**config.mk**
```make
export PLATFORM = sky130hd
export DESIGN_NAME = line_buf_ctrl
export DESIGN_NICKNAME = d
export VERILOG_FILES = /design/src/rtl/line_buf_ctrl.sv
export SDC_FILE = /design/constraint.sdc
export NUM_CORES = 1
export LEC_CHECK = 0
export CORE_ASPECT_RATIO = 2
export CORE_UTILIZATION = 49
export DETAILED_ROUTE_END_ITERATION = 7
export PLACE_DENSITY = 0.79
export SYNTH_ARGS = -nofsm -noshare
export SYNTH_HDL_FRONTEND = slang
export SYNTH_SLANG_ARGS = --single-unit
```
**constraint.sdc**
```tcl
create_clock -name clk -period 2 [get_ports clk]
set_input_delay 0.2 -clock clk [delete_from_list [all_inputs] [get_ports clk]]
set_output_delay 0.2 -clock clk [all_outputs]
set_load 0.02 [all_outputs]
```
**src/rtl/line_buf_ctrl.sv**
```systemverilog
// 3x3 binary window generator that drives an external two-line shift buffer.
// Optional BORDER_MASK_EN: window_valid is suppressed for windows touching the top/left border.
module line_buf_ctrl #(
    parameter int unsigned IMG_WIDTH  = 640,
    parameter int unsigned IMG_HEIGHT = 480
) (
    input  logic       clk,
    input  logic       rst_n,
    input  logic       per_frame_vsync,
    input  logic       per_frame_href,
    input  logic       per_frame_clken,
    input  logic       per_img_bit,
    output logic       lb_shift,
    output logic       lb_sr_in,
    input  logic [1:0] lb_taps,
    output logic       matrix_p11,
    output logic       matrix_p12,
    output logic       matrix_p13,
    output logic       matrix_p21,
    output logic       matrix_p22,
    output logic       matrix_p23,
    output logic       matrix_p31,
    output logic       matrix_p32,
    output logic       matrix_p33,
    output logic       post_frame_vsync,
    output logic       post_frame_href,
    output logic       post_frame_clken,
    output logic       window_valid,
    output logic [9:0] col_cnt,
    output logic [8:0] row_cnt,
    output logic       line_err
);

    localparam int unsigned COL_W = 10;
    localparam int unsigned ROW_W = 9;

    localparam logic [1:0] IDLE       = 2'd0;
    localparam logic [1:0] WAIT_LINE  = 2'd1;
    localparam logic [1:0] LINE       = 2'd2;
    localparam logic [1:0] FRAME_DONE = 2'd3;

    logic [1:0]     state;
    logic [1:0]     state_nxt;

    logic           vsync_d1;
    logic           vsync_d2;
    logic           href_d1;
    logic           href_d2;
    logic           clken_d1;
    logic           clken_d2;
    logic           bit_d1;
    logic           acc_d1;

    logic           vsync_rise_c;
    logic           href_rise_c;
    logic           href_fall_c;
    logic           acc_c;
    logic           col_full_c;
    logic           row_last_c;
    logic           border_ok_c;
    logic [ROW_W:0] row_inc_c;

    assign vsync_rise_c = per_frame_vsync & ~vsync_d1;
    assign href_rise_c  = per_frame_href & ~href_d1;
    assign href_fall_c  = ~per_frame_href & href_d1;

    // A pixel coinciding with a new frame start is dropped.
    assign acc_c = per_frame_clken & per_frame_href & (state == LINE) & ~vsync_rise_c;

    assign col_full_c = (col_cnt == COL_W'(IMG_WIDTH));
    assign row_inc_c  = {1'b0, row_cnt} + (ROW_W + 1)'(1);
    assign row_last_c = (row_inc_c == (ROW_W + 1)'(IMG_HEIGHT));

    assign lb_shift = acc_d1 & ~col_full_c;
    assign lb_sr_in = bit_d1;

    assign post_frame_vsync = vsync_d2;
    assign post_frame_href  = href_d2;
    assign post_frame_clken = clken_d2;

`ifdef BORDER_MASK_EN
    // Pre-increment col_cnt is the column index of the pixel entering p33.
    assign border_ok_c = (row_cnt >= ROW_W'(2)) && (col_cnt >= COL_W'(2));
`else
    assign border_ok_c = 1'b1;
`endif

    // State register
    always_ff @(posedge clk or negedge rst_n) begin
        if (!rst_n) begin
            state <= IDLE;
        end else begin
            state <= state_nxt;
        end
    end

    // Next-state logic; a vsync rising edge restarts the frame from any state
    always_comb begin
        state_nxt = state;
        if (vsync_rise_c) begin
            state_nxt = WAIT_LINE;
        end else begin
            case (state)
                IDLE:       state_nxt = IDLE;
                WAIT_LINE:  if (per_frame_href) state_nxt = LINE;
                LINE:       if (href_fall_c) state_nxt = row_last_c ? FRAME_DONE : WAIT_LINE;
                FRAME_DONE: state_nxt = FRAME_DONE;
                default:    state_nxt = IDLE;
            endcase
        end
    end

    // Sync delay line and input stage
    always_ff @(posedge clk or negedge rst_n) begin
        if (!rst_n) begin
            vsync_d1 <= 1'b0;
            vsync_d2 <= 1'b0;
            href_d1  <= 1'b0;
            href_d2  <= 1'b0;
            clken_d1 <= 1'b0;
            clken_d2 <= 1'b0;
            bit_d1   <= 1'b0;
            acc_d1   <= 1'b0;
        end else begin
            vsync_d1 <= per_frame_vsync;
            vsync_d2 <= vsync_d1;
            href_d1  <= per_frame_href;
            href_d2  <= href_d1;
            clken_d1 <= per_frame_clken;
            clken_d2 <= clken_d1;
            bit_d1   <= per_img_bit;
            acc_d1   <= acc_c;
        end
    end

    // Column/row counters and sticky error flag
    always_ff @(posedge clk or negedge rst_n) begin
        if (!rst_n) begin
            col_cnt  <= '0;
            row_cnt  <= '0;
            line_err <= 1'b0;
        end else if (vsync_rise_c) begin
            col_cnt  <= '0;
            row_cnt  <= '0;
            line_err <= 1'b0;
        end else begin
            if ((state == LINE) && href_fall_c) begin
                col_cnt <= '0;
                row_cnt <= row_inc_c[ROW_W-1:0];
            end else if (lb_shift) begin
                col_cnt <= col_cnt + COL_W'(1);
            end
            if ((acc_d1 && col_full_c) || ((state == FRAME_DONE) && href_rise_c)) begin
                line_err <= 1'b1;
            end
        end
    end

    // 3x3 window: new column enters on the right, taps give the two older lines
    always_ff @(posedge clk or negedge rst_n) begin
        if (!rst_n) begin
            matrix_p11 <= 1'b0;
            matrix_p12 <= 1'b0;
            matrix_p13 <= 1'b0;
            matrix_p21 <= 1'b0;
            matrix_p22 <= 1'b0;
            matrix_p23 <= 1'b0;
            matrix_p31 <= 1'b0;
            matrix_p32 <= 1'b0;
            matrix_p33 <= 1'b0;
        end else if (lb_shift) begin
            matrix_p11 <= matrix_p12;
            matrix_p12 <= matrix_p13;
            matrix_p13 <= lb_taps[1];
            matrix_p21 <= matrix_p22;
            matrix_p22 <= matrix_p23;
            matrix_p23 <= lb_taps[0];
            matrix_p31 <= matrix_p32;
            matrix_p32 <= matrix_p33;
            matrix_p33 <= bit_d1;
        end
    end

    always_ff @(posedge clk or negedge rst_n) begin
        if (!rst_n) begin
            window_valid <= 1'b0;
        end else begin
            window_valid <= lb_shift & clken_d1 & border_ok_c;
        end
    end

endmodule

```
==> impl_metrics.py <==
metrics = {
    "timing": {
        "clock_skew_ns": 0.00678,
        "setup_viol": 0,
        "rsz0062_at_grt": "false",
        "period_needed_ns": 1.82,
        "fin_tns_setup_ns": 0,
        "worst_pin_slew_ns": 0.871,
        "relSlewSlack_pct": 42.0,
        "fmax_mhz": 549,
        "final_hold_viol_count": 0,
        "post-route-period-util_pct": 91.1,
        "slew_viol_final": 0,
    },
    "power_and_ir_drop": {
        "p_leak_nw": 1.04,
        "p_seq_share_pct": 50.5,
        "comb_power_share_pct": 24.3,
        "report.power.total_mw": 1.95,
        "vdd_drop_max_uv": 612,
        "p_int_mw": 1.40,
        "p_sw_share_pct": 28.5,
        "power.share.clock_pct": 25.2,
        "p_per_area_mw_per_mm2": 810,
        "power.switching_mw": 0.557,
    },
    "setup_path": {
        "reg2reg_depth": 5,
        "cp.arrival_ns": 1.62,
        "crit_type": "reg2out",
        "crit_required_ns": 1.80,
        "setup.worst_path.end_class": "primary output",
        "path_max_fanout": 7,
        "startpoint_type": "register",
        "r2r_start": "row_cnt[0]$_DFFE_PN0P_",
        "rr_endpoint": "state[1]$_DFFE_PN0P_",
        "rrSetupSlack_ns": 0.31,
    },
    "detailed_routing": {
        "routed_wl_mm": 3.87,
        "drc_errors": 0,
        "num_vias": 1407,
        "vias_per_cell": 5.39,
        "post_drt_wl_per_cell_um": 14.8,
        "antenna_left": 0,
        "drt_iter0_markers": 29,
        "dr.pass1.iters": 4,
    },
    "yosys": {
        "synth_ff_type": "dfrtp_1",
        "synth-edff-count": 0,
        "synth_nets": 175,
        "synth-async-reset-ratio_pct": 100,
        "avgSynthCellArea_sq_um": 11.4,
        "ys_seq_elements": 40,
        "yosysWarningCount": 0,
        "syn_area_sq_mm": 0.00185,
        "yosysUniqueCellTypes": 37,
        "yosysSeqAreaShare_pct": 54.0,
        "syn_inst": 163,
    },
    "global_route": {
        "track_usage_pct": 22.0,
        "grt_max_degree": 41,
        "grt_antenna_before_repair": 0,
        "overflow": 0,
        "grt_pass1_wl_mm": 6.26,
        "grt_pass1_vias": 1405,
    },
    "layout": {
        "final_cell_area_sq_mm": 0.00241,
        "largest_register_ffs": 10,
        "nets": 224,
        "layout-area-overhead-vs-synth_pct": 30.2,
        "top_register": "col_cnt",
        "final_cell_mix": "40 x dfrtp_1, 40 x clkdlybuf4s50_1, 20 x nor2_1",
        "diodes": 0,
        "drive_gt1_share_pct": 14.2,
        "reg_top3": "col_cnt: 10 flops, row_cnt: 9 flops, state: 2 flops",
        "instances_no_fill": 261,
    },
    "clock_network": {
        "cts-root-buf": "clkbuf_8",
        "cts.sinks": 40,
        "cts_buffer_depth": 2,
        "path_clk_slew_ns": 0.07,
        "cts_tree": "yes",
        "cts_max_level": 2,
        "clk_latency_ns": 0.29,
        "numCtsBuffers": 5,
    },
    "floorplanning": {
        "row_count": 31,
        "start_util_pct": 51.4,
        "die_w_um": 45.5,
        "io_pins": 43,
        "core-area_sq_mm": 0.00361,
        "dieArea_sq_mm": 0.00405,
        "die_y_um": 89.0,
    },
    "placed_design": {
        "port_buffers": 42,
        "gp_congestion": 0.864,
        "dp_hpwl_mm": 2.83,
        "post_dp_cell_area_sq_mm": 0.00234,
        "dp_cells": 254,
    },
    "run_status": {
        "status": "finished, final reports clean",
    },
    "hold_path": {
        "min_path_type": "in2async",
    },
    "flow_run": {
        "maxCapViolations": 0,
    },
}
synth_stat cells (all sizes together) (2+ instances only):
cell type  count  area share (%)
a21oi          7             1.9
a31o           2            0.94
ha             4             2.7
a41oi          2             2.0
nor4           2             1.5
and3           2            0.74
and2           3             1.1
nand4          7             2.4
buf            2            0.88
a211oi         3             1.2
inv            8             1.6
nor2          20             4.0
o21ai          4             1.1
xnor2          8             3.8
clkbuf         2            0.41
nand2          9             1.8
or3            4             1.4
xor2           7             3.3
mux2           9             6.5
nor3           5             1.3
dfrtp         40              54
nand3          5             1.3
metrics by stage:
stage / util [%] / hold slack, ns / setup WS, ns
2_1_floorplan: - / -0.0956 / 0.337
3_3_place_gp: 64.8 / 0.351 / 0.264
3_5_place_dp: 64.8 / 0.362 / 0.183
4_1_cts: 66.9 / 0.0460 / 0.167
5_1_grt: 66.9 / 0.0940 / 0.107
6_report: 66.9 / 0.0218 / 0.178
worst max-delay path by stage:
stage,startpoint,end,slack (ns),depth (start not counted)
finish,col_cnt[5]$_DFFE_PN0P_,lb_shift,0.18,3
global route,col_cnt[2]$_DFFE_PN0P_,lb_shift,0.11,3
floorplan,col_cnt[0]$_DFFE_PN0P_,matrix_p11$_DFFE_PN0P_,0.34,5
CTS,col_cnt[5]$_DFFE_PN0P_,lb_shift,0.17,3
detailed placement,per_frame_href,row_cnt[8]$_DFFE_PN0P_,0.18,5
global placement,per_frame_href,row_cnt[8]$_DFFE_PN0P_,0.26,5
logic make-up (layout without fill, tap and decap cells):
logic type                 after synthesis  count (layout)  synth area share, %
buffers and inverters                   12              61                 2.90
DFF                                     40              40                 54.0
and+or+nand+nor                         63              63                 18.8
adders and majority gates                4               4                 2.70
xor gates and xnor gates                15              15                 7.09
AOI/OAI and AO/OA                       19              19                 7.49
muxes                                   10              10                 7.02
worst max-delay path, cell delays in order, from the launching register on:
cell and delay (ns):
dfrtp_1 0.46, nor4_4 0.38, a41oi_4 0.15, dlygate4sd2_1 0.35
repair_timing:
action | in CTS | in global routing
buffers inserted | 0 | 0
hold buffers | 0 | 0
endpoints found under the setup margin | 1 | 0
resized for setup | 1 | 0
metal layers:
metal,track usage (%),vias to the layer above,wire [um]
met3,4.44,14,167
met2,36.1,53,2060
met4,17.4,0,193
met1,23.4,681,1460
met5,0,-,0
li1,-,659,-
power by group through the flow:
stage / combinational [mW] / sequential (mW) / clock [mW]
after floorplan: 0.148 / 1.09 / 0
after global placement: 0.473 / 0.994 / 0
after detailed placement: 0.478 / 1.00 / 0
after CTS: 0.480 / 0.987 / 0.510
after global routing: 0.502 / 0.999 / 0.551
final: 0.474 / 0.987 / 0.493
final cells by class:
class,count,area [sq um]
timing repair buffer,46,444
clock buffer,6,72.6
multi-input combinational,111,800
tap,49,61.3
clock inverter,1,5.00
fill,275,1190
inverter,8,30.0
sequential,40,1000
(Power assumes the default switching activity.)
